## config.mk

```make
export PLATFORM = sky130hd
export DESIGN_NAME = sram_config_loader
export DESIGN_NICKNAME = d
export VERILOG_FILES = /design/src/rtl/cfg_loader_pkg.sv /design/src/rtl/row_decoder.sv /design/src/rtl/sram_config_loader.sv
export SDC_FILE = /design/constraint.sdc
export NUM_CORES = 1
export LEC_CHECK = 0
export CAP_MARGIN = 30
export CORE_MARGIN = 10
export CORE_UTILIZATION = 45
export CTS_CLUSTER_SIZE = 12
export DETAILED_ROUTE_END_ITERATION = 12
export GPL_ROUTABILITY_DRIVEN = 1
export PLACE_DENSITY = 0.88
export RECOVER_POWER = 25
export SYNTH_ARGS = -nofsm -noshare
export SYNTH_HDL_FRONTEND = slang
export SYNTH_SLANG_ARGS = --single-unit
```

## constraint.sdc

```tcl
create_clock -name clock -period 2 [get_ports clock]
set_clock_uncertainty 0.1 [all_clocks]
set_input_delay 0.2 -clock clock [delete_from_list [all_inputs] [get_ports clock]]
set_output_delay 0.2 -clock clock [all_outputs]
set_load 0.05 [all_outputs]
```

## src/rtl/cfg_loader_pkg.sv

```systemverilog
// Shared types and helpers for the SRAM configuration loader: FSM state
// encoding, default timing constants and a clog2 helper with a floor of 1.
package cfg_loader_pkg;

  typedef enum logic [2:0] {
    IDLE,
    WAIT_DATA,
    WRITE,
    HOLD,
    READ,
    CHECK
  } state_e;

  localparam int DefaultRows        = 16;
  localparam int DefaultCols        = 32;
  localparam int DefaultWriteCycles = 2;
  localparam int DefaultReadCycles  = 2;
  localparam int DefaultVerify      = 1;

  // A single-row array still needs a one-bit index, hence the floor of 1.
  function automatic int clog2Min1(input int value);
    int width;
    width = 0;
    while ((1 << width) < value) width++;
    return (width < 1) ? 1 : width;
  endfunction

endpackage

```

## src/rtl/row_decoder.sv

```systemverilog
// Row index to one-hot word-line vector plus its complement. The enable
// forces every line low (complement all ones) when the line group is idle.
module row_decoder #(
  parameter int ROWS  = 16,
  parameter int ROW_W = 4
) (
  input  logic [ROW_W-1:0] row_i,
  input  logic             en_i,
  output logic [ROWS-1:0]  line_o,
  output logic [ROWS-1:0]  lineN_o
);

  always_comb begin
    line_o = '0;
    for (int r = 0; r < ROWS; r++) begin
      line_o[r] = en_i && (row_i == ROW_W'(r));
    end
    lineN_o = ~line_o;
  end

endmodule

```

## src/rtl/sram_config_loader.sv

```systemverilog
// Row-by-row write/readback controller for the fabric's SRAM config cells.
// Every output is registered from next-state values so word lines never glitch.
module sram_config_loader
  import cfg_loader_pkg::*;
#(
  parameter int ROWS         = DefaultRows,
  parameter int COLS         = DefaultCols,
  parameter int WRITE_CYCLES = DefaultWriteCycles,
  parameter int READ_CYCLES  = DefaultReadCycles,
  parameter int VERIFY       = DefaultVerify
) (
  input  logic                          clock,
  input  logic                          reset,
  input  logic                          io_start,
  input  logic                          io_cfgValid,
  output logic                          io_cfgReady,
  input  logic [COLS-1:0]               io_cfgData,
  output logic [ROWS-1:0]               io_write,
  output logic [ROWS-1:0]               io_writeN,
  output logic [ROWS-1:0]               io_read,
  output logic [ROWS-1:0]               io_readN,
  output logic [COLS-1:0]               io_bitWrite,
  output logic                          io_bitWriteEn,
  input  logic [COLS-1:0]               io_bitRead,
  output logic                          io_busy,
  output logic                          io_done,
  output logic                          io_error,
  output logic [clog2Min1(ROWS)-1:0]    io_errRow
);

  localparam int RowW      = clog2Min1(ROWS);
  localparam int MaxCycles = (WRITE_CYCLES > READ_CYCLES) ? WRITE_CYCLES : READ_CYCLES;
  localparam int CntW      = clog2Min1(MaxCycles);

  state_e            state_q, state_d;
  logic [CntW-1:0]   cnt_q, cnt_d;
  logic [RowW-1:0]   row_q, row_d;
  logic [COLS-1:0]   bitWrite_q, bitWrite_d;
  logic [COLS-1:0]   sample_q, sample_d;
  logic              bitWriteEn_q, bitWriteEn_d;
  logic              cfgReady_q, cfgReady_d;
  logic              busy_q, busy_d;
  logic              done_q, done_d;
  logic              error_q, error_d;
  logic [RowW-1:0]   errRow_q, errRow_d;
  logic [ROWS-1:0]   write_q, writeN_q, read_q, readN_q;
  logic [ROWS-1:0]   wrLine, wrLineN, rdLine, rdLineN;
  logic              handshake, rowDone, lastRow;

  assign handshake = (state_q == WAIT_DATA) && io_cfgValid && cfgReady_q;
  assign lastRow   = (row_q == RowW'(ROWS - 1));
  // Without readback the row finishes straight out of HOLD.
  assign rowDone   = (state_q == CHECK) || ((state_q == HOLD) && (VERIFY == 0));

  row_decoder #(.ROWS(ROWS), .ROW_W(RowW)) writeDecoder (
    .row_i   (row_q),
    .en_i    (state_d == WRITE),
    .line_o  (wrLine),
    .lineN_o (wrLineN)
  );

  row_decoder #(.ROWS(ROWS), .ROW_W(RowW)) readDecoder (
    .row_i   (row_q),
    .en_i    (state_d == READ),
    .line_o  (rdLine),
    .lineN_o (rdLineN)
  );

  always_ff @(posedge clock) begin
    if (reset) begin
      state_q      <= IDLE;
      cnt_q        <= '0;
      row_q        <= '0;
      bitWrite_q   <= '0;
      sample_q     <= '0;
      bitWriteEn_q <= 1'b0;
      cfgReady_q   <= 1'b0;
      busy_q       <= 1'b0;
      done_q       <= 1'b0;
      error_q      <= 1'b0;
      errRow_q     <= '0;
      write_q      <= '0;
      writeN_q     <= '1;
      read_q       <= '0;
      readN_q      <= '1;
    end else begin
      state_q      <= state_d;
      cnt_q        <= cnt_d;
      row_q        <= row_d;
      bitWrite_q   <= bitWrite_d;
      sample_q     <= sample_d;
      bitWriteEn_q <= bitWriteEn_d;
      cfgReady_q   <= cfgReady_d;
      busy_q       <= busy_d;
      done_q       <= done_d;
      error_q      <= error_d;
      errRow_q     <= errRow_d;
      write_q      <= wrLine;
      writeN_q     <= wrLineN;
      read_q       <= rdLine;
      readN_q      <= rdLineN;
    end
  end

  always_comb begin
    state_d = state_q;
    cnt_d   = cnt_q;
    row_d   = row_q;
    case (state_q)
      IDLE: begin
        if (io_start) begin
          state_d = WAIT_DATA;
          row_d   = '0;
        end
      end
      WAIT_DATA: begin
        if (handshake) begin
          state_d = WRITE;
          cnt_d   = '0;
        end
      end
      WRITE: begin
        if (cnt_q == CntW'(WRITE_CYCLES - 1)) begin
          state_d = HOLD;
          cnt_d   = '0;
        end else begin
          cnt_d = cnt_q + 1'b1;
        end
      end
      HOLD: begin
        if (VERIFY != 0) begin
          state_d = READ;
          cnt_d   = '0;
        end
      end
      READ: begin
        if (cnt_q == CntW'(READ_CYCLES - 1)) begin
          state_d = CHECK;
        end else begin
          cnt_d = cnt_q + 1'b1;
        end
      end
      default: ;
    endcase
    if (rowDone) begin
      if (lastRow) begin
        state_d = IDLE;
      end else begin
        state_d = WAIT_DATA;
        row_d   = row_q + 1'b1;
      end
    end
  end

  // Only the first mismatching row is recorded until the next accepted start.
  always_comb begin
    cfgReady_d   = (state_d == WAIT_DATA);
    busy_d       = (state_d != IDLE);
    bitWriteEn_d = (state_d == WRITE) || (state_d == HOLD);
    done_d       = rowDone && lastRow;
    bitWrite_d   = handshake ? io_cfgData : bitWrite_q;
    sample_d     = ((state_q == READ) && (state_d == CHECK)) ? io_bitRead : sample_q;
    error_d      = error_q;
    errRow_d     = errRow_q;
    if ((state_q == IDLE) && io_start) begin
      error_d  = 1'b0;
      errRow_d = '0;
    end else if ((state_q == CHECK) && (sample_q != bitWrite_q) && !error_q) begin
      error_d  = 1'b1;
      errRow_d = row_q;
    end
  end

  assign io_cfgReady   = cfgReady_q;
  assign io_write      = write_q;
  assign io_writeN     = writeN_q;
  assign io_read       = read_q;
  assign io_readN      = readN_q;
  assign io_bitWrite   = bitWrite_q;
  assign io_bitWriteEn = bitWriteEn_q;
  assign io_busy       = busy_q;
  assign io_done       = done_q;
  assign io_error      = error_q;
  assign io_errRow     = errRow_q;

endmodule

```

### After elaboration in Yosys (flattened, before gate mapping)

Cells that the tools add are included.

* mux-type cells: 15
* reductions and logical operators: 47
* eq/ne operators: 27
* bitwise logic cells: 2
* $add $sub $neg: 2

Operator list (count)
* 1-bit logical AND: 39
* 4-bit equality test (second input constant): 8
* 32-bit != test: 1
* 16-bit NOT: 2
* 4-bit by 3-bit equality test with 1-bit output (second input constant): 4
* 4-bit 2-to-1 mux: 4
* 3-bit 2-to-1 mux: 5
* 3-bit case mux with 5 select lines: 1
* 3-bit by 2-bit equality test with 1-bit output (second input constant): 4
* 3-bit equality test (second input constant): 4
* 4-bit by 2-bit equality test with 1-bit output (second input constant): 2
* 3-bit by 1-bit equality test with 1-bit output (second input constant): 2
* 4-bit by 1-bit adder with 4-bit output (second input constant): 1
* 4-bit by 1-bit equality test with 1-bit output (second input constant): 1
* 4-bit zero test: 1
* 1-bit 2-to-1 mux: 4
* 1-bit case mux with 4 select lines: 1
* 4-bit nonzero test: 1
* 3-bit zero test: 1
* 3-bit nonzero test: 1
* 2-bit != test (second input constant): 1
* 2-bit AND reduction: 1
* 2-bit OR reduction: 1
* 1-bit adder (second input constant): 1
* other kinds (2): 2

* flip-flop bits (word level): 145
* input port bits: 68
* output and inout bits: 105

### Logic depth before layout (Yosys ltp)

Gate-level depths: netlist of the first run.

* depth after elaboration: 9
* depth in mapped cells: 7
* depth with buffers taken out: 5

### Cells and area by module

A second synthesis of the first run with hierarchy kept.

* cells, all modules: 652
* area, all modules: 5582.9 um2

Modules (own cells, without submodules)
* sram_config_loader: instances 1, cells each 556, area an instance 5084.9 um2, sequential area each 2902.8 um2
* row_decoder: instances 2, cells each 48, area an instance 249.0 um2, sequential area each 0.0 um2

### Worst setup path before layout of the first run

No wires, ideal clock.

* kind: flip-flop to flip-flop
* from: register cfgReady_q, in the netlist io_cfgReady
* to: register bitWrite_q[25], in the netlist io_bitWrite[25]
* cell stages (with the launch flop): 7
* required time: 1768 ps
* path slack: 161 ps
* path buffers: 2
* data arrival time: 1607 ps
* setup time: 132 ps
* cell sequence: dfxtp_1 -> nand3_1 -> or3_1 -> clkbuf_1 -> buf_2 -> nand2_1 -> a21oi_1

* longest elaborated chain between the ends: 1

Ends and longest elaborated chain
* start, declared: line sram_config_loader.sv:41 `logic cfgReady_q, cfgReady_d;`
* start signal, assigned: line sram_config_loader.sv:93 `cfgReady_q <= cfgReady_d;`
* 1-bit logical AND: line sram_config_loader.sv:50 `assign handshake = (state_q == WAIT_DATA) && io_cfgValid && cfgReady_q;`
* end signal, assigned: line sram_config_loader.sv:90 `bitWrite_q <= bitWrite_d;`
* end, declared: line sram_config_loader.sv:38 `logic [COLS-1:0] bitWrite_q, bitWrite_d;`

Every way passes these cells.
A chain may end at the register's enable or synchronous reset.

### Final worst setup path of the first run

* from: register bitWrite_q[19], in the netlist io_bitWrite[19]
* to: output port io_bitWrite[19]

RTL lines
* end, declared: line sram_config_loader.sv:22 `output logic [COLS-1:0] io_bitWrite,`

No word-level cell between the ends.

==> results.cfg, run 1 <==
[global_route]
grt_pass1_wl_mm = 23.9
track_usage_pct = 18.0
gr-total-overflow = 0
antenna_found_initial = 0
grt_max_degree = 36
grt_pass1_vias = 4754

[placed_design]
place.gp.congestion = 0.846
port_buffers = 172
numPlacedInstances = 887
place_ws_ns = 0.0671
hpwl_mm = 11.2

[clock_network]
cts-htree-levels = 4
cts_tree = built
clk_pin_slew_ns = 0.06
cts_buffers = 17
cts_resized = 0
cts_hold_buf = 0
cts_sinks = 145
root_buffer = clkbuf_16
cts_buffer_depth = 2
postCtsSetupRepairBufs = 0
clk_latency_ns = 0.41

[critical_path]
slowest_delay_ns = 0.87
crit_type = flip-flop to primary output
cp_num_buf_inv = 1
critical-path-top-delay-family = buffers and inverters
critPathMaxFanout = 3
arrival_ns = 1.66
cp_slowest_cell = clkdlybuf4s50_1
worst_setup_path_start_kind = flip-flop
end_kind = primary output
path_cells = clkdlybuf4s50_1
required_ns = 1.70

[cells_and_area]
nets = 835
fin_util_pct = 66.9
area_delta_synth_final_pct = 45.7
final_cells = 919
antenna_cells = 0
drive_gt1_share_pct = 6.96

[synthesis]
netlist_top_cells_area = dfxtp_1, nand2_1, a21oi_1, xnor2_1, nor2_1
yosys.area_share.adder_pct = 0.959
async_reset_ff_share_pct = 0
synth_edf_count = 0
ys_ff_latch = 145
synth.distinct_cells = 42
syn_area_per_cell_um2 = 8.74
synth_compound_area_share_pct = 9.06
synth-simple-area-share_pct = 24.0
muxShareOfSynthArea_pct = 0.767
ys.flop_type = dfxtp_1
netlist_area_um2 = 5220
synth_top_area_cell = dfxtp_1
ys.warnings.count = 0
synth_top_family_by_area = simple AND/OR/NAND/NOR gates
ys_seq_area_share_pct = 55.6
synthXorXnorAreaFrac_pct = 5.71
synth_top_area_share_pct = 55.6
syn_nets = 669
synth_cells = 597

[timing]
rsz0062_at_grt = false
finalCriticalPeriod_ns = 1.96
finalMaxSlewViolations = 0
finalSetupTns_ns = 0
tightestPinTransition_ns = 0.675
fin_crit_sh_pct = 98.0
hold_viol_final = 0
fin_ws_ns = 0.0395
max_freq_ghz = 0.510
relSlewSlack_pct = 55.2
setup_viol = 0

[routing]
drt_iter0_markers = 284
firstDrtPassIters = 5
final_antenna_net_count = 0
drt-vias-per-instance = 5.03
vias = 4625
route.detailed.drc = 0
routed_wl_mm = 15.0
wire_per_inst_um = 16.3

[job]
drv_cap = 0

[power]
p_leak_nw = 2.69
powerDensity_nw_per_um2 = 855
vdd_drop_max_mv = 0.582
total_power_mw = 6.50

[die]
die_area_um2 = 16300
start_util_pct = 45.9
ioPinCount = 173
die_h_um = 128
die_w_um = 128
coreArea_um2 = 11400
fp-row-count = 39

[status]
status = complete, no violations

[min_path]
hp-class = input pin to flip-flop
==> cells in the mapped netlist, types with 2 or more instances <==
cell type / instances
dfxtp_1: 145
buf_2: 10
ha_1: 4
xor2_1: 2
nand4_1: 8
nand2_1: 186
nor4b_2: 2
o21a_1: 2
clkbuf_1: 14
and3_1: 2
or3_1: 2
mux2i_1: 4
nand2b_1: 10
buf_1: 7
and2_1: 2
o22ai_1: 2
xnor2_1: 32
nand3_1: 4
a21oi_1: 73
inv_1: 5
nor2_1: 48
nor2b_1: 8
buf_6: 4
nor3_1: 2
nor4_4: 2
==> routing by layer <==
layer,global-route usage [%],vias to the layer above,routed length (µm)
li1,-,2252,-
met1,20.2,2112,5960
met2,29.1,242,7010
met3,8.40,19,1830
met4,6.69,0,221
met5,0,-,0
==> through the flow <==
stage	area, µm²	hold slack [ns]
floorplan	5220	0.236
CTS	7650	0.0968
global route	7610	0.142
detailed placement	7060	0.356
finish	7610	0.117
global placement	7060	0.346
==> state kept, by name, summed over array words and instances (netlist names) <==
| register | flops |
|---|---|
| io_errRow | 4 |
| io_readN | 16 |
| io_write | 16 |
| sample_q | 32 |
| io_error | 1 |
| io_cfgReady | 1 |
| cnt_q | 1 |
| io_bitWrite | 32 |
| state_q | 3 |
| row_q | 4 |
| io_bitWriteEn | 1 |
| io_writeN | 16 |
| io_busy | 1 |
| io_read | 16 |
| io_done | 1 |
==> cell type report <==
type                            count  area (µm²)
Timing Repair Buffer              183        1800
Clock inverter                     14         145
Inverter                            5        18.8
Sequential cell                   145        2900
Clock buffer                       18         439
Tap cell                          143         179
Fill cell                         862        3760
Multi-Input combinational cell    411        2120
==> layout by cell type (no fill, tap or decap), types with 2 or more instances in the layout <==
cell type	count
clkinv_4	2
nand3_1	4
nand2b_1	10
xnor2_1	32
a21oi_1	73
nor2b_1	8
nor4_4	2
clkbuf_1	9
inv_8	3
buf_4	5
dfxtp_1	144
nand4_1	8
nor2_1	48
clkdlybuf4s50_1	164
nand2_1	186
o21a_1	2
clkbuf_16	17
and3_1	2
buf_12	4
o22ai_1	2
ha_1	4
and2_1	2
xor2_1	2
clkinvlp_4	2
nor4b_2	2
nor3_1	2
inv_1	5
mux2i_1	4
or3_1	2
inv_6	5
==> power by group <==
| part | internal (mW) | switching, mW | leakage (nW) |
|---|---|---|---|
| Clock | 1.79 | 1.32 | 0.284 |
| Combinational | 0.220 | 0.236 | 1.24 |
| Sequential | 2.91 | 0.0284 | 1.17 |
==> cell families after synthesis <==
| logic type | Yosys count |
|---|---|
| AO/OA/AOI/OAI | 85 |
| XOR/XNOR | 34 |
| adder cells (fa/ha/maj) | 4 |
| buffers and inverters | 41 |
| flip-flops | 145 |
| multiplexers | 4 |
| AND/OR/NAND/NOR | 284 |
==> final timing paths <==
| path | start | endpoint | slack (ns) | depth (start not counted) |
|---|---|---|---|---|
| worst min-delay path | reset | row_q[3] | 0.12 | 2 |
| worst max-delay path | io_bitWrite[19] | io_bitWrite[19] | 0.04 | 1 |
| worst min register to register | io_errRow[0] | io_errRow[0] | 0.36 | 2 |
| worst max register to register | state_q[2] | io_readN[11] | 0.15 | 6 |
(Power assumes the default switching activity.)
==> run 2, diff against run 1 <==
Settings changed: CELL_PAD_IN_SITES_DETAIL_PLACEMENT set to 1, CELL_PAD_IN_SITES_GLOBAL_PLACEMENT set to 2, CORE_ASPECT_RATIO set to 0.75, CORE_UTILIZATION 45 to 26, CTS_CLUSTER_DIAMETER set to 50.
==> results.cfg, run 2 (synthesis gave the netlist of run 1 again) <==
[critical_path]
slowest_delay_ns = 0.84
critical-path-top-delay-family = buffers and inverters
critPathMaxFanout = 3
crit_type = flip-flop to primary output
arrival_ns = 1.65
ff2ff_setup_slack_ns = 0.18
worst_setup_path_start_kind = flip-flop
reg2regPathDepth = 5
regToRegEndpoint = io_errRow[0]
rr_startpoint = sample_q[16]
cp_slowest_cell = clkdlybuf4s50_1
path_cells = clkdlybuf4s50_1
end_kind = primary output
cp_num_buf_inv = 1
required_ns = 1.70

[clock_network]
clk_pin_slew_ns = 0.07
cts-htree-levels = 4
cts_sinks = 145
postCtsSetupRepairBufs = 0
root_buffer = clkbuf_16
cts_buffers = 17
clk_latency_ns = 0.43
cts_tree = built
cts_buffer_depth = 2

[placed_design]
place.gp.congestion = 0.743
port_buffers = 172
hpwl_mm = 13.1

[power]
clkPwrFrac_pct = 47.9
pwr-share-comb_pct = 7.1
p_seq_share_pct = 45.0
internal_power_mw = 4.89
p_switching_mw = 1.65
p_leak_nw = 2.68
swShare_pct = 25.2
powerDensity_nw_per_um2 = 850
vdd_drop_max_mv = 0.521

[cells_and_area]
nets = 842
fillerInstances = 2272
mostFrequentLayoutCell = nand2_1
final_cell_mix = nand2_1, clkdlybuf4s50_1, dfxtp_1
area_delta_synth_final_pct = 47.3
drive_gt1_share_pct = 7.54

[timing]
tightestPinTransition_ns = 0.947
relSlewSlack_pct = 36.9
rsz0062_at_grt = false
finalCriticalPeriod_ns = 1.95
hold_viol_final = 0
fin_crit_sh_pct = 97.5
finalSetupTns_ns = 0
setup_viol = 0
finalMaxSlewViolations = 0
holdWs_ns = 0.214
max_freq_ghz = 0.513

[global_route]
grt_pass1_vias = 4778
grt_pass1_wl_mm = 28.0
grt_max_degree = 46
gr-total-overflow = 0
antenna_found_initial = 0
track_usage_pct = 13.8

[routing]
route.detailed.drc = 0
wire_per_inst_um = 17.1
drt_iter0_markers = 208
firstDrtPassIters = 4
final_antenna_net_count = 0
vias = 4543
drt-vias-per-instance = 4.38
routed_wl_mm = 17.8

[die]
fp-row-count = 44
coreArea_um2 = 19500
die_w_um = 184
die_h_um = 143
die_area_um2 = 26200
start_util_pct = 26.7
ioPinCount = 173

[min_path]
min-delay-start = io_cfgData[14]
whs_path_depth = 3
hp-class = input pin to flip-flop
hold_path_end = io_bitWrite[14]

[job]
drv_cap = 0

[status]
status = complete, no violations
[run 2: worst max-delay path by stage]
stage	end	cells past startpoint	slack, ns	start
after global placement	io_write[13]	6	0.07	io_cfgValid
after CTS	io_bitWrite[29]	1	0.008	io_bitWrite[29]
after detailed placement	io_write[5]	6	0.03	io_cfgValid
final	io_bitWrite[22]	1	0.05	io_bitWrite[22]
after floorplan	io_bitWrite[25]	6	0.16	io_cfgReady
after global routing	io_bitWrite[2]	1	0.004	io_bitWrite[2]
[run 2: timing repair]
action	4_1_cts	5_1_grt
hold endpoints to repair	1	0
resized for setup	0	17
hold buffers	1	0
endpoints found under the setup margin	0	17
[run 2: area by class of cell]
cell class / count / area [µm²] / share of cell area, %
multi-input cells: 411 / 2120 / 27.6
clock inverters: 14 / 146 / 1.90
well taps: 253 / 317 / 4.12
diodes: 1 / 2.50 / 0.0326
repair buffers: 190 / 1750 / 22.7
flip-flops and latches: 145 / 2900 / 37.8
clock buffers: 18 / 429 / 5.58
inverters: 5 / 18.8 / 0.244
[run 2: power by group through the flow]
| stage | registers (mW) | logic (mW) | clock network [mW] |
|---|---|---|---|
| after floorplan | 3.07 | 0.165 | 0 |
| after global placement | 3.01 | 0.479 | 0 |
| after detailed placement | 3.01 | 0.482 | 0 |
| after CTS | 2.94 | 0.487 | 3.20 |
| after global routing | 2.94 | 0.502 | 3.36 |
| final | 2.94 | 0.465 | 3.13 |
[run 2: metal layers]
metal | vias to the layer above | track usage, % | share of wire (%) | routed length, µm
met5 | - | 0 | 0 | 0
li1 | 2269 | - | - | -
met2 | 113 | 20.7 | 44 | 7750
met4 | 0 | 4.52 | 1.2 | 215
met3 | 15 | 5.07 | 6.6 | 1170
met1 | 2146 | 17.9 | 49 | 8620
[run 2: stage by stage]
step           worst slack, ns  cell area [µm²]  instances  power, mW  util, %
2_1_floorplan            0.161             5220        597       3.24        -
3_3_place_gp            0.0739             7240       1003       3.48     37.0
3_5_place_dp            0.0277             7240       1003       3.49     37.0
4_1_cts                0.00818             7820       1036       6.63     40.0
5_1_grt                0.00374             7680       1036       6.81     39.3
6_report                0.0494             7690       1037       6.53     39.3
==> run 3, diff against run 2 <==
Settings changed: CORE_UTILIZATION 26 to 27, CTS_BUF_LIST set to sky130_fd_sc_hd__clkbuf_4, PLACE_DENSITY 0.88 to 0.91.
==> results.cfg, run 3 (synthesis gave the netlist of run 1 again) <==
[status]
status = complete, no violations

[timing]
max_freq_ghz = 0.526
tightestPinTransition_ns = 0.640
setup_viol = 0
hold_viol_final = 0
finalCriticalPeriod_ns = 1.90
fin_crit_sh_pct = 95.0
rsz0062_at_grt = false
finalMaxSlewViolations = 0
holdWs_ns = 0.0709
relSlewSlack_pct = 57.5
finalSetupTns_ns = 0

[cells_and_area]
fillerInstances = 2228
area_delta_synth_final_pct = 41.3
final_cell_mix = nand2_1, dfxtp_1, dlygate4sd2_1
final_cell_area_um2 = 7370
drive_gt1_share_pct = 7.44
nets = 839
seqCellArea_um2 = 2900
mostFrequentLayoutCell = nand2_1
multi_input_area_um2 = 2120

[die]
ioPinCount = 173
fp-row-count = 43
start_util_pct = 27.9
die_h_um = 140
coreArea_um2 = 18700
die_area_um2 = 25300
die_w_um = 181

[critical_path]
worst_setup_path_start_kind = flip-flop
critPathMaxFanout = 4
required_ns = 2.31
crit_type = flip-flop to flip-flop
end_kind = flip-flop
arrival_ns = 2.21

[global_route]
grt_pass1_wl_mm = 27.0
antenna_found_initial = 3
grt_max_degree = 42
grt_pass1_vias = 4744
gr-total-overflow = 0
track_usage_pct = 13.4

[clock_network]
clk_pin_slew_ns = 0.16
cts_tree = built
cts_sinks = 145
cts-htree-levels = 4
root_buffer = clkbuf_4
cts_buffer_depth = 2
cts_buffers = 17
clk_latency_ns = 0.55

[min_path]
hp-class = input pin to flip-flop

[power]
powerDensity_nw_per_um2 = 741
p_leak_nw = 2.85
total_power_mw = 5.46
vdd_drop_max_mv = 0.276

[routing]
final_antenna_net_count = 0
drt-vias-per-instance = 4.33
drt_iter0_markers = 136
wire_per_inst_um = 16.8
firstDrtPassIters = 4
vias = 4452
route.detailed.drc = 0
routed_wl_mm = 17.2

[job]
drv_cap = 0

[placed_design]
port_buffers = 172
place.gp.congestion = 0.805
place_area_um2 = 7210
hpwl_mm = 12.9
run 3: cell types whose count changed in the layout (fill, tap and decap cells not counted), moves of 2 or more:
cell	previous run	this run
clkbuf_16	17	0
dlygate4sd2_1	0	100
clkinv_4	3	0
clkbuf_4	1	18
clkbuf_1	26	5
buf_4	10	8
inv_8	2	4
clkdlybuf4s50_1	147	66
run 3: repair_timing:
item / in CTS / in global routing
setup buffers: 0 / 0
hold endpoints to repair: 6 / 0
endpoints found under the setup margin: 100 / 12
resized for setup: 100 / 1
hold buffers: 1 / 0
run 3: where the power goes:
part | total [mW] | switching [mW] | internal (mW) | leakage [nW]
combinational | 0.455 | 0.242 | 0.213 | 1.51
sequential | 2.94 | 0.0260 | 2.92 | 1.17
clock | 2.07 | 1.26 | 0.804 | 0.161
total | 5.46 | 1.53 | 3.93 | 2.85
run 3: layer usage:
| layer | vias to the layer above | track usage, % | wire length, µm |
|---|---|---|---|
| li1 | 2257 | - | - |
| met4 | 2 | 4.09 | 191 |
| met5 | - | 0 | 13 |
| met3 | 15 | 4.68 | 1030 |
| met2 | 105 | 20.0 | 7520 |
| met1 | 2073 | 17.6 | 8470 |
run 3: path summary, 6_finish.rpt:
check	slack, ns	endpoint	cells after the start	startpoint
worst max-delay path	0.10	io_errRow[2]	5	io_bitWrite[3]
worst min-delay path	0.07	sample_q[4]	3	io_bitRead[4]
worst max register to register	0.10	io_errRow[2]	5	io_bitWrite[3]
worst min register to register	0.37	io_errRow[0]	2	io_errRow[0]
run 3: cell type report:
cell class,count,share of cell area [%]
inverters,5,0.254
clock buffers,17,1.73
multi-input cells,411,28.7
repair buffers,187,23.2
well taps,247,4.19
flip-flops and latches,145,39.4
diodes,1,0.0339
clock inverters,15,2.54
run 3: worst max-delay path, stage by stage (launching register included):
cell	delay [ns]
dfxtp_1	0.37
xnor2_1	0.32
nand4_1	0.20
nor4_4	0.46
a211oi_4	0.16
mux2i_1	0.15
run 3: per-stage QoR:
| step | util [%] | setup WS, ns | cells |
|---|---|---|---|
| after global placement | 38.5 | 0.0951 | 994 |
| final | 39.4 | 0.101 | 1028 |
| after global routing | 39.4 | 0.0237 | 1028 |
| after floorplan | - | 0.161 | 597 |
| after CTS | 39.6 | 0.0810 | 1027 |
| after detailed placement | 38.5 | 0.0673 | 994 |
